[src/rtl/ifq_pkg.sv]
// Shared types for the instruction line-fetch queue.
// Entry layout, fetch FSM states and word-index helper.
package ifq_pkg;

  localparam int XLEN_DEF = 32;
  localparam int WPL_DEF  = 4;
  localparam int OFF_W    = $clog2(WPL_DEF);
  localparam int LINE_W   = XLEN_DEF * WPL_DEF;

  typedef enum logic [1:0] {
    S_REQ,
    S_WAIT,
    S_FILL
  } ifq_state_t;

  typedef struct packed {
    logic [XLEN_DEF-1:0] pc;
    logic [XLEN_DEF-1:0] inst;
  } ifq_entry_t;

  function automatic logic [OFF_W-1:0] word_idx(
    input logic [XLEN_DEF-1:0] pc
  );
    return pc[OFF_W+1:2];
  endfunction

endpackage

[src/rtl/ifq_ring_buffer.sv]
// Registered ring buffer with push/pop/flush and occupancy.
// Caller only asserts push when the entry can be accepted.
module ifq_ring_buffer #(
  parameter int  DEPTH = 16,
  parameter type T     = logic
) (
  input  logic                   clk,
  input  logic                   rst,
  input  logic                   push,
  input  logic                   pop,
  input  logic                   flush,
  input  T                       din,
  output T                       dout,
  output logic [$clog2(DEPTH):0] count,
  output logic                   full,
  output logic                   empty
);

  localparam int AW = $clog2(DEPTH);

  T               r_mem [DEPTH];
  logic [AW-1:0]  r_rp;
  logic [AW-1:0]  r_wp;
  logic [AW:0]    r_cnt;

  always_ff @(posedge clk) begin
    if (rst || flush) begin
      r_rp  <= '0;
      r_wp  <= '0;
      r_cnt <= '0;
    end else begin
      if (push) r_wp <= r_wp + 1'b1;
      if (pop)  r_rp <= r_rp + 1'b1;
      unique case ({push, pop})
        2'b10:   r_cnt <= r_cnt + 1'b1;
        2'b01:   r_cnt <= r_cnt - 1'b1;
        default: r_cnt <= r_cnt;
      endcase
    end
  end

  always_ff @(posedge clk) begin
    if (push && !rst && !flush)
      r_mem[r_wp] <= din;
  end

  assign dout  = r_mem[r_rp];
  assign count = r_cnt;
  assign full  = (r_cnt == (AW+1)'(DEPTH));
  assign empty = (r_cnt == '0);

endmodule

[src/rtl/ifq_line_fetch_queue.sv]
// Line-fetch instruction queue between I-cache and dispatch.
// Optional same-cycle dout->inst bypass under `IFQ_BYPASS_EN.
module ifq_line_fetch_queue
  import ifq_pkg::*;
#(
  parameter int              XLEN           = XLEN_DEF,
  parameter int              WORDS_PER_LINE = WPL_DEF,
  parameter int              DEPTH          = 16,
  parameter logic [XLEN-1:0] RESET_PC       = '0
) (
  input  logic                           clk,
  input  logic                           rst,
  output logic [XLEN-1:0]                pc_in,
  output logic                           cache_rd_en,
  output logic                           cache_abort,
  input  logic [XLEN*WORDS_PER_LINE-1:0] dout,
  input  logic                           dout_valid,
  output logic [XLEN-1:0]                pc_out,
  output logic [XLEN-1:0]                inst,
  output logic                           empty,
  input  logic                           inst_rd_en,
  input  logic [XLEN-1:0]                jmp_branch_address,
  input  logic                           jmp_branch_valid,
  output logic [$clog2(DEPTH):0]         count
);

  localparam int              OW    = $clog2(WORDS_PER_LINE);
  localparam logic [XLEN-1:0] LBYTE = XLEN'(WORDS_PER_LINE * 4);
  localparam logic [OW-1:0]   LAST  = OW'(WORDS_PER_LINE - 1);

  ifq_state_t                    r_state;
  logic [XLEN-1:0]               r_fetch_pc;
  logic [OW-1:0]                 r_off;
  logic [XLEN*WORDS_PER_LINE-1:0] r_line;

  logic [XLEN-1:0]               w_base;
  logic [XLEN*WORDS_PER_LINE-1:0] w_src;
  logic [XLEN-1:0]               w_word;
  logic [XLEN-1:0]               w_word_pc;
  logic                          w_redir;
  logic                          w_have;
  logic                          w_byp;
  logic                          w_byp_take;
  logic                          w_pop;
  logic                          w_push;
  logic                          w_adv;
  logic                          w_q_empty;
  logic                          w_q_full;
  ifq_entry_t                    w_din;
  ifq_entry_t                    w_head;

  assign w_base    = {r_fetch_pc[XLEN-1:OW+2], {(OW+2){1'b0}}};
  assign w_src     = (r_state == S_WAIT) ? dout : r_line;
  assign w_word    = w_src[r_off*XLEN +: XLEN];
  assign w_word_pc = w_base | {{(XLEN-OW-2){1'b0}}, r_off, 2'b00};
  assign w_redir   = jmp_branch_valid;

  assign w_have = !w_redir &&
                  (((r_state == S_WAIT) && dout_valid) ||
                   (r_state == S_FILL));

`ifdef IFQ_BYPASS_EN
  assign w_byp = !w_redir && (r_state == S_WAIT) &&
                 dout_valid && w_q_empty;
`else
  assign w_byp = 1'b0;
`endif

  assign w_pop      = inst_rd_en && !w_q_empty && !w_redir;
  assign w_byp_take = w_byp && inst_rd_en;
  assign w_push     = w_have && !w_byp_take && (!w_q_full || w_pop);
  // A consumed bypass word advances the fill exactly like a push.
  assign w_adv      = w_push || w_byp_take;

  assign w_din.pc   = w_word_pc;
  assign w_din.inst = w_word;

  ifq_ring_buffer #(
    .DEPTH (DEPTH),
    .T     (ifq_entry_t)
  ) u_rb (
    .clk   (clk),
    .rst   (rst),
    .push  (w_push),
    .pop   (w_pop),
    .flush (w_redir),
    .din   (w_din),
    .dout  (w_head),
    .count (count),
    .full  (w_q_full),
    .empty (w_q_empty)
  );

  always_ff @(posedge clk) begin
    if (rst) begin
      r_state    <= S_REQ;
      r_fetch_pc <= RESET_PC;
      r_off      <= word_idx(RESET_PC);
    end else if (w_redir) begin
      r_state    <= S_REQ;
      r_fetch_pc <= jmp_branch_address;
      r_off      <= word_idx(jmp_branch_address);
    end else begin
      unique case (r_state)
        S_REQ: r_state <= S_WAIT;
        S_WAIT, S_FILL: begin
          if (w_adv) begin
            if (r_off == LAST) begin
              r_fetch_pc <= w_base + LBYTE;
              r_off      <= '0;
              r_state    <= S_REQ;
            end else begin
              r_off      <= r_off + 1'b1;
              r_state    <= S_FILL;
            end
          end else if (w_have) begin
            r_state <= S_FILL;
          end
        end
        default: r_state <= S_REQ;
      endcase
    end
  end

  always_ff @(posedge clk) begin
    if (!rst && !w_redir && (r_state == S_WAIT) && dout_valid)
      r_line <= dout;
  end

  assign pc_in       = w_base;
  assign cache_rd_en = !rst && !w_redir && (r_state == S_REQ);
  assign cache_abort = !rst && w_redir && (r_state == S_WAIT);

  assign empty  = w_q_empty && !w_byp;
  assign inst   = w_byp     ? w_word    :
                  w_q_empty ? '0        : w_head.inst;
  assign pc_out = w_byp     ? w_word_pc :
                  w_q_empty ? '0        : w_head.pc;

endmodule

[config.mk]
export PLATFORM = sky130hd
export DESIGN_NAME = ifq_line_fetch_queue
export DESIGN_NICKNAME = d
export VERILOG_FILES = /design/src/rtl/ifq_pkg.sv /design/src/rtl/ifq_ring_buffer.sv /design/src/rtl/ifq_line_fetch_queue.sv
export SDC_FILE = /design/constraint.sdc
export NUM_CORES = 1
export LEC_CHECK = 0
export CAP_MARGIN = 10
export CORE_MARGIN = 2
export CORE_UTILIZATION = 59
export DETAILED_ROUTE_END_ITERATION = 12
export PLACE_DENSITY = 0.79
export SYNTH_ARGS = -nofsm -noshare
export SYNTH_HDL_FRONTEND = slang
export SYNTH_SLANG_ARGS = --single-unit
[constraint.sdc]
create_clock -name clk -period 11.5 [get_ports clk]
set_input_delay 1.15 -clock clk [delete_from_list [all_inputs] [get_ports clk]]
set_output_delay 1.15 -clock clk [all_outputs]
set_load 0.02 [all_outputs]
# After elaboration in Yosys (flattened, before gate mapping)
# Memory sizes are Yosys's and may differ from the RTL's. A register that Yosys moved wholly into a read port is not among the register bits.
# Index checks and enable logic that the tools add are counted.
totals:
  ff_bits: 177
  latch_bits: 0
  ram_bits: 1024
  rom_bits: 0
  input_bits: 165
  output_inout_bits: 104
  wordCells: 73
  mem_count: 1
memory_table:
  columns: ["memory", "depth", "width", "rd", "rd_ports_with_merged_regs", "wr", "line_no", "source"]
  rows:
  - ["u_rb.r_mem", 16, 64, 1, 1, 1, "ifq_ring_buffer.sv:21", "T r_mem [DEPTH];"]
op_classes:
  addsub: 6
  multipliers: 0
  n_div: 0
  magnitude_cmp: 0
  eq_ne: 7
  shifts: 1
  muxes: 20
  bitwise: 1
  reduce_logical: 30
ops:
  columns: ["cell", "n"]
  rows:
  - ["$mux W32", 6]
  - ["$mux W128", 1]
  - ["$shiftx A128 B8 Y32", 1]
  - ["$add A32 B5 Y32 const B", 1]
  - ["$or A32 B4 Y32", 1]
  - ["$mux W2", 7]
  - ["$logic_and A1 B1 Y1", 13]
  - ["$pmux W5 S2", 1]
  - ["$add A4 B1 Y4 const B", 2]
  - ["$mux W4", 2]
  - ["$reduce_bool A2 Y1", 4]
  - ["$eq A2 B2 Y1 const B", 3]
  - ["$add A5 B1 Y5 const B", 1]
  - ["$eq A5 B5 Y1 const B", 1]
  - ["$logic_not A5 Y1", 1]
  - ["$sub A5 B1 Y5 const B", 1]
  - ["$eq A2 B1 Y1 const B", 2]
  - ["$logic_not A1 Y1", 4]
  - ["$pmux W2 S2", 1]
  - ["$reduce_or A2 Y1", 2]
  - ["$logic_or A1 B1 Y1", 3]
  - ["$ne A3 B2 Y1 const B", 1]
  - ["$reduce_and A3 Y1", 1]
  - ["$add A2 B1 Y2 const B", 1]
  - ["3 further kinds", 4]

# Logic depth before layout (Yosys ltp)
# Gate-level depths: netlist of the first run.
logic_depth:
  depth_word: 10
  mapped_depth: 14
  depth_no_buf: 13

# Cells and area by module
# Synthesis of the first run repeated with hierarchy kept, for this count alone.
unflattened:
  cells_unflattened: 2226
  hier_area_um2: 47259.1
modules_own_cells:
  columns: ["mod", "n_inst", "cells_per_inst", "area_each_um2", "seq_area_each_um2"]
  rows:
  - ["ifq_ring_buffer", 1, 1677, 39128.8, 31089.8]
  - ["ifq_line_fetch_queue", 1, 549, 8130.3, 4484.3]

# Least setup slack after synthesis of the first run
# Ideal clock, no wire load.
synth_timing:
  path_kind: "input -> register"
  startpoint: "input dout_valid"
  endpoint: "memory u_rb.r_mem[4][0] in the netlist's numbering (enable)"
  setup_ns: 0.657
  arrival_time_ns: 8.139
  required_ns: 10.843
  path_slack_ns: 2.704
  path_stages: 4
  n_path_buf: 0
  cell_sequence: "a21oi_1 -> a211oi_1 -> inv_1 -> nor4b_1"
synth_between:
  elab_chain_len: 8
synth_lines:
  columns: ["item", "line_no", "source"]
  rows:
  - ["from (decl)", "ifq_line_fetch_queue.sv:17", "input logic dout_valid,"]
  - ["$logic_and A1 B1 Y1", "ifq_line_fetch_queue.sv:59", "(((r_state == S_WAIT) && dout_valid) ||"]
  - ["$logic_or A1 B1 Y1", "ifq_line_fetch_queue.sv:59", null]
  - ["$logic_and A1 B1 Y1", "ifq_line_fetch_queue.sv:58", "assign w_have = !w_redir &&"]
  - ["$logic_and A1 B1 Y1", "ifq_line_fetch_queue.sv:71", "assign w_push = w_have && !w_byp_take && (!w_q_full || w_pop);"]
  - ["$logic_and A1 B1 Y1 (2 in series)", "ifq_ring_buffer.sv:43", "if (push && !rst && !flush)"]
  - ["$mux W1", "ifq_ring_buffer.sv:43", null]
  - ["$mux W1 (not written as such)", "ifq_ring_buffer.sv:44", "r_mem[r_wp] <= din;"]
  - ["to (decl)", "ifq_ring_buffer.sv:21", null]
# Every way passes these cells.

==> metrics.csv, run 1 <==
metric,value,unit
status,"complete, no violations",
top_reg_cell synth,edfxtp_1,
DR WL met2,53.76,mm
Synth-to-Final Area Change,15.29,%
Critical Path RT,10.35,ns
worst r2r dst,u_rb.r_mem[0][62]$_DFFE_PP_,
core footprint,78610,sq um
antenna diode instance count,0,
combinational power share,3.3,%
number of distinct library cells after synthesis,52,
Final min period,6.500,ns
CTS root buffer,clkbuf_16,
die area,81220,sq um
port bufs,260,
share of cells above drive strength 1,26.63,%
Clk network pwr share,41.8,%
setup bufs post-CTS,0,
crit path capture,inst[15],
met3 wire len,10.06,mm
sw frac,20.34,%
CTS tree,yes,
Post-synth EDFFs,1120,
Fmax,0.1539,GHz
drt initial violations,2527,
RSZ-0062 raised after global routing,no,
Post-synth ARST share,0,%
syn avg cell area,22.37,sq um
WHS Path Cells,2,
Final GP Congestion,0.8098,
total congestion overflow,0,
Via Count,22810,
CP Max Fanout,54,
total track usage,26.49,%
final max-slew violation count,0,
worst hold path type,register to register,
r2r startpoint,r_state[1]$_SDFFE_PP0P_,
sequential share of power,54.9,%
DP HPWL,53.80,mm
first-pass detailed-route iteration total,7,
"Reg clk slew, reported paths",0.06,ns
Net Sw Power,1765,uW
worst skew pair latency,0.69,ns
sequential fraction of the synthesis area,74.30,%
Via-to-Cell Ratio,6.519,
floorplan die height,285.0,microns
clock net sink count,1169,
Post-Route M1 WL,39.71,mm
final WL,106.4,mm
post_cts resized,0,
Pleak,0.01645,uW
Synth Register Bits,1169,
CP Capture Type,output port,
DRC violations left,0,
Reg2Reg Depth,9,
Final Total Pwr,8677,uW
Power Internal,6912,uW
initial cell density of the core,59.26,%
Post-DRT Antenna Nets,0,
Max Buffers Root-to-Sink,3,
initial antenna violation count,1,
"most common cell after layout, fill and taps aside",edfxtp_1,
first-pass GRT wire length,155.6,mm
TritonCTS buffer count,112,
Post-Syn Instances,2082,
nets,2534,
top routing layer used,met5,
worst-margin pin slew,1.242,ns
# hold bufs at CTS,0,
Post-Route Setup TNS,0,ns
final hold viol count,0,
H-Tree Depth,3,
Worst VDD drop,0.0001595,V
Critical Path Source Type,register,
final setup fails,0,
number of global-route vias before repair,23650,
Die W,285.0,microns
largest net degree at the start of global routing,157,
relative slew slack,17.03,%
yosys warns,0,
Mapped Area,46580,sq um
clk_skew,0.02254,ns
Pwr Density,161.6,nW/um^2
Worst Setup Path Type,register to output port,
most frequent cells in the layout,"edfxtp_1 (1120), mux4_2 (374), clkdlybuf4s50_1 (259), clkbuf_16 (114), nor2b_1 (68)",
flop2flop setup slack,7.06,ns
WL per Instance,30.41,microns
number of max-cap violations,0,
Ports,269,
Core Rows,103,
period utilisation layout,56.52,%
crit path DAT,5.35,ns
==> per-layer routing <==
layer / vias to the layer above / GRT usage (%)
met5: - / 0
met4: 2 / 7.827
met3: 197 / 5.352
met2: 1355 / 43.45
met1: 12020 / 36.81
li1: 9236 / -
==> critical path: stages (launching register included) <==
cell	delay, ns
dfxtp_4	1.08
buf_4	0.69
buf_4	0.89
mux4_2	0.63
mux4_2	0.50
nor2b_1	0.23
clkdlybuf4s50_1	0.61
==> cells by family (layout without fill, tap and decap cells) <==
family | after synthesis | in the layout | share of synthesized area (%)
other | 1 | 6 | 0.008050
AND/OR/NAND/NOR | 197 | 197 | 2.468
adder cells (fa/ha/maj) | 15 | 15 | 0.4029
flip-flops | 1169 | 1169 | 74.30
buffers and inverters | 181 | 542 | 2.186
multiplexers | 411 | 411 | 18.96
AO/OA/AOI/OAI | 75 | 75 | 1.048
XOR/XNOR | 33 | 33 | 0.6204
==> power groups by stage <==
stage | logic [uW] | clock network (uW) | registers, uW
after floorplan | 155 | 0 | 4840
after global placement | 270 | 0 | 4850
after detailed placement | 284 | 0 | 4850
after CTS | 287 | 3670 | 4760
after global routing | 309 | 3820 | 4760
final | 287 | 3630 | 4760
==> worst min-delay path by stage <==
stage / from / to / slack (ns)
final: r_state[0]$_SDFFE_PP0P_ / r_state[0]$_SDFFE_PP0P_ / 0.56
after global routing: u_rb.r_rp[1]$_SDFFE_PP0P_ / register / 0.58
after CTS: u_rb.r_rp[1]$_SDFFE_PP0P_ / register / 0.56
after detailed placement: u_rb.r_rp[3]$_SDFFE_PP0P_ / register / 0.51
after global placement: u_rb.r_rp[3]$_SDFFE_PP0P_ / register / 0.50
after floorplan: r_state[0]$_SDFFE_PP0P_ / r_state[0]$_SDFFE_PP0P_ / 0.48
==> flip-flops by register name, summed over array words and instances (netlist names), named ones only <==
register and count:
r_fetch_pc 28, r_line 128, r_off 2, r_state 2, u_rb.count 5, u_rb.r_mem 992
u_rb.r_rp 4, u_rb.r_wp 4
==> cell type report <==
class | count | area, sq um
timing repair buffer | 303 | 2933
clock buffer | 132 | 2920
clock inverter | 76 | 686.9
multi-input combinational | 737 | 11110
fill | 4685 | 24900
inverter | 31 | 116.4
tap | 1050 | 1314
sequential | 1169 | 34630
==> per-stage QoR <==
| step | std cells | cell area, sq um | util, % | hold slack (ns) | setup WS (ns) |
|---|---|---|---|---|---|
| after detailed placement | 3290 | 50100 | 63.73 | 0.5094 | 5.555 |
| final | 3498 | 53710 | 68.32 | 0.5585 | 5.000 |
| after CTS | 3498 | 53710 | 68.32 | 0.5629 | 4.804 |
| after global routing | 3498 | 53710 | 68.32 | 0.5843 | 4.562 |
| after global placement | 3290 | 50100 | 63.73 | 0.5039 | 5.577 |
| after floorplan | 2087 | 46600 | - | 0.4775 | 2.704 |
==> synthesized netlist by cell type (3+ instances only) <==
cell type,n,area (sq um)
xnor2_1,20,175.2
nand3_1,13,65.06
nor4b_1,4,35.03
mux2_2,33,371.6
o21ai_0,7,35.03
and3_1,7,43.79
mux4_2,374,8423
inv_1,31,116.4
nor3_1,8,40.04
buf_2,19,95.09
dfxtp_1,49,980.9
nand2b_1,7,43.79
ha_1,15,187.7
nor2_1,36,135.1
a21oi_1,28,140.1
a211oi_1,5,37.54
o21a_1,19,142.6
buf_4,34,255.2
buf_1,16,60.06
or3_1,4,25.02
nor2b_1,68,425.4
nand4_1,14,87.58
and2_1,4,25.02
buf_6,25,281.5
mux2i_1,4,40.04
edfxtp_1,1120,33630
nand2_1,18,67.56
xor2_1,13,113.9
clkbuf_1,56,210.2
and4_1,3,26.28
(Power assumes the default switching activity.)
==> run 2, diff against run 1 <==
--- a/config.mk
+++ b/config.mk
@@ -7,9 +7,9 @@
 export LEC_CHECK = 0
 export CAP_MARGIN = 10
 export CORE_MARGIN = 2
-export CORE_UTILIZATION = 59
+export CORE_UTILIZATION = 54
 export DETAILED_ROUTE_END_ITERATION = 12
-export PLACE_DENSITY = 0.79
+export PLACE_DENSITY = 0.76
 export SYNTH_ARGS = -nofsm -noshare
 export SYNTH_HDL_FRONTEND = slang
 export SYNTH_SLANG_ARGS = --single-unit
==> constraint.sdc (replaced) <==
create_clock -name clk -period 5.9 [get_ports clk]
set_input_delay 0.59 -clock clk [delete_from_list [all_inputs] [get_ports clk]]
set_output_delay 0.59 -clock clk [all_outputs]
set_load 0.02 [all_outputs]
==> metrics.csv, run 2 (same netlist as run 1, synthesis figures left out) <==
metric,value,unit,change
final setup fails,0,,unchanged
Clk network pwr share,42.1,%,+0.3 points
Net Sw Power,3354,uW,+90%
final worst setup slack,1.280,ns,-3.720 ns
H-Tree Depth,3,,unchanged
max reg flops,992,,unchanged
period utilisation layout,78.30,%,
Worst path most repeated cell,mux4_2,,
Regs by FF count,"u_rb.r_mem x992, r_line x128, r_fetch_pc x28",,
worst hold path type,input port to register,,
peak per-stage delay on the critical path,1.01,ns,-0.07 ns
share of cells above drive strength 1,26.98,%,+0.34 points
placed inst area,50510,sq um,+0.81%
initial antenna violation count,1,,unchanged
Pwr Density,313.6,nW/um^2,+94%
worst skew pair latency,0.67,ns,-0.02 ns
clock net sink count,1169,,unchanged
Max Buffers Root-to-Sink,3,,unchanged
worst-margin pin slew,1.096,ns,-0.1455 ns
CTS tree,yes,,
"Most flops, register",u_rb.r_mem,,
post_cts resized,0,,unchanged
Core Rows,107,,+3.9%
setup bufs post-CTS,0,,unchanged
design area,54170,sq um,+0.86%
Ports,269,,unchanged
Final Total Pwr,16990,uW,+96%
Via-to-Cell Ratio,6.172,,-5.3%
WL per Instance,27.95,microns,-8.1%
core footprint,85280,sq um,+8.5%
clk_skew,0.02313,ns,+0.0005949 ns
status,"complete, no violations",,
combinational power share,3.3,%,about the same
Final GP Congestion,0.8303,,+2.5%
Final min period,4.620,ns,
flop2flop setup slack,1.97,ns,-5.09 ns
DRC violations left,0,,unchanged
CTS root buffer,clkbuf_16,,
final WL,100.6,mm,-5.4%
CP Cell Sequence,buf_4 -> mux4_2 -> mux4_2 -> nor2b_1 -> clkdlybuf4s50_1,,
CP max-delay cell,dfxtp_4,,
DP HPWL,53.76,mm,about the same
Post-DRT Antenna Nets,0,,unchanged
# hold bufs at CTS,0,,unchanged
Pleak,0.01657,uW,+0.75%
Synth-to-Final Area Change,16.29,%,
Worst VDD drop,0.0003233,V,+100%
Post-Route Setup TNS,0,ns,unchanged
"most common cell after layout, fill and taps aside",edfxtp_1,,
Place WS,1.864,ns,-3.691 ns
initial cell density of the core,54.63,%,-4.6 points
die area,88630,sq um,+9.1%
nets,2545,,+0.43%
TritonCTS buffer count,110,,-1.8%
CP Capture Type,output port,,
CP Max Fanout,44,,-19%
final max-slew violation count,0,,unchanged
drt initial violations,2176,,-14%
Power Internal,13640,uW,+97%
Via Count,22210,,-2.6%
Critical Path RT,5.31,ns,-5.04 ns
first-pass GRT wire length,150.3,mm,-3.5%
sw frac,19.74,%,-0.60 points
first-pass detailed-route iteration total,5,,-2
number of global-route vias before repair,23290,,-1.5%
Worst Setup Path Type,register to output port,,
floorplan die height,297.7,microns,+4.5%
most frequent cells in the layout,"edfxtp_1 (1120), mux4_2 (374), clkdlybuf4s50_1 (259), clkbuf_16 (111), nor2b_1 (68)",,
sequential share of power,54.5,%,-0.4 points
total congestion overflow,0,,unchanged
crit path DAT,4.03,ns,-1.32 ns
Die W,297.7,microns,+4.5%
total track usage,22.88,%,-3.6 points
Fmax,0.2165,GHz,
relative slew slack,26.93,%,+9.9 points
final hold viol count,0,,unchanged
"Reg clk slew, reported paths",0.06,ns,about the same
number of max-cap violations,0,,unchanged
RSZ-0062 raised after global routing,no,,
port bufs,260,,unchanged
largest net degree at the start of global routing,66,,-58%
Critical Path Source Type,register,,
[run 2: cell count changes in the layout (fill, tap and decap cells not counted), sizes merged]
cell      before  now
buf           44   57
clkbuf       132  125
bufinv        11   17
clkinv        54   48
clkinvlp       7    9
inv           35   33
diode          0    1
[run 2: critical path: cells and delay by family (launching register included)]
kind | cells | cell delay (ns)
AND/OR/NAND/NOR | 1 | 0.18
buffers and inverters | 2 | 1.07
multiplexers | 2 | 1.10
flip-flops | 1 | 1.01
[run 2: path summary, 6_finish.rpt]
check	start	to	depth (start not counted)
worst min register to register	u_rb.count[4]$_SDFFE_PP0P_	u_rb.count[4]$_SDFFE_PP0P_	2
worst min-delay path	dout[81]	r_line[81]$_DFFE_PP_	1
worst max-delay path	register	pc_out[19]	5
worst max register to register	r_state[1]$_SDFFE_PP0P_	u_rb.count[4]$_SDFFE_PP0P_	14
[run 2: metal layers]
metal	up-vias	wire length [microns]	track usage, %
li1	9262	-	-
met1	11840	41170	32.33
met2	968	49930	37.84
met3	141	7622	4.193
met4	2	1875	4.966
met5	-	12	0
[run 2: power by group through the flow]
stage	Combinational, uW	Clock [uW]	Sequential, uW
3_5_place_dp	568	0	9440
3_3_place_gp	542	0	9430
6_report	567	7160	9270
4_1_cts	571	7260	9260
2_1_floorplan	303	0	9430
5_1_grt	611	7570	9270
[run 2: area by class of cell]
cell class | count | area, sq um
Inverter | 31 | 116.4
Multi-Input combinational cell | 737 | 11110
Clock buffer | 125 | 2830
Timing Repair Buffer | 316 | 3218
Fill cell | 5529 | 31110
Clock inverter | 76 | 834.6
Sequential cell | 1169 | 34630
Tap cell | 1144 | 1431
Antenna cell | 1 | 2.502
[run 2: metrics by stage]
stage	hold WS (ns)	std cells	util (%)
floorplan	0.4775	2087	-
global placement	0.5042	3397	59.22
detailed placement	0.5372	3397	59.22
CTS	0.4642	3598	63.52
global route	0.4748	3598	63.52
finish	0.5040	3599	63.52
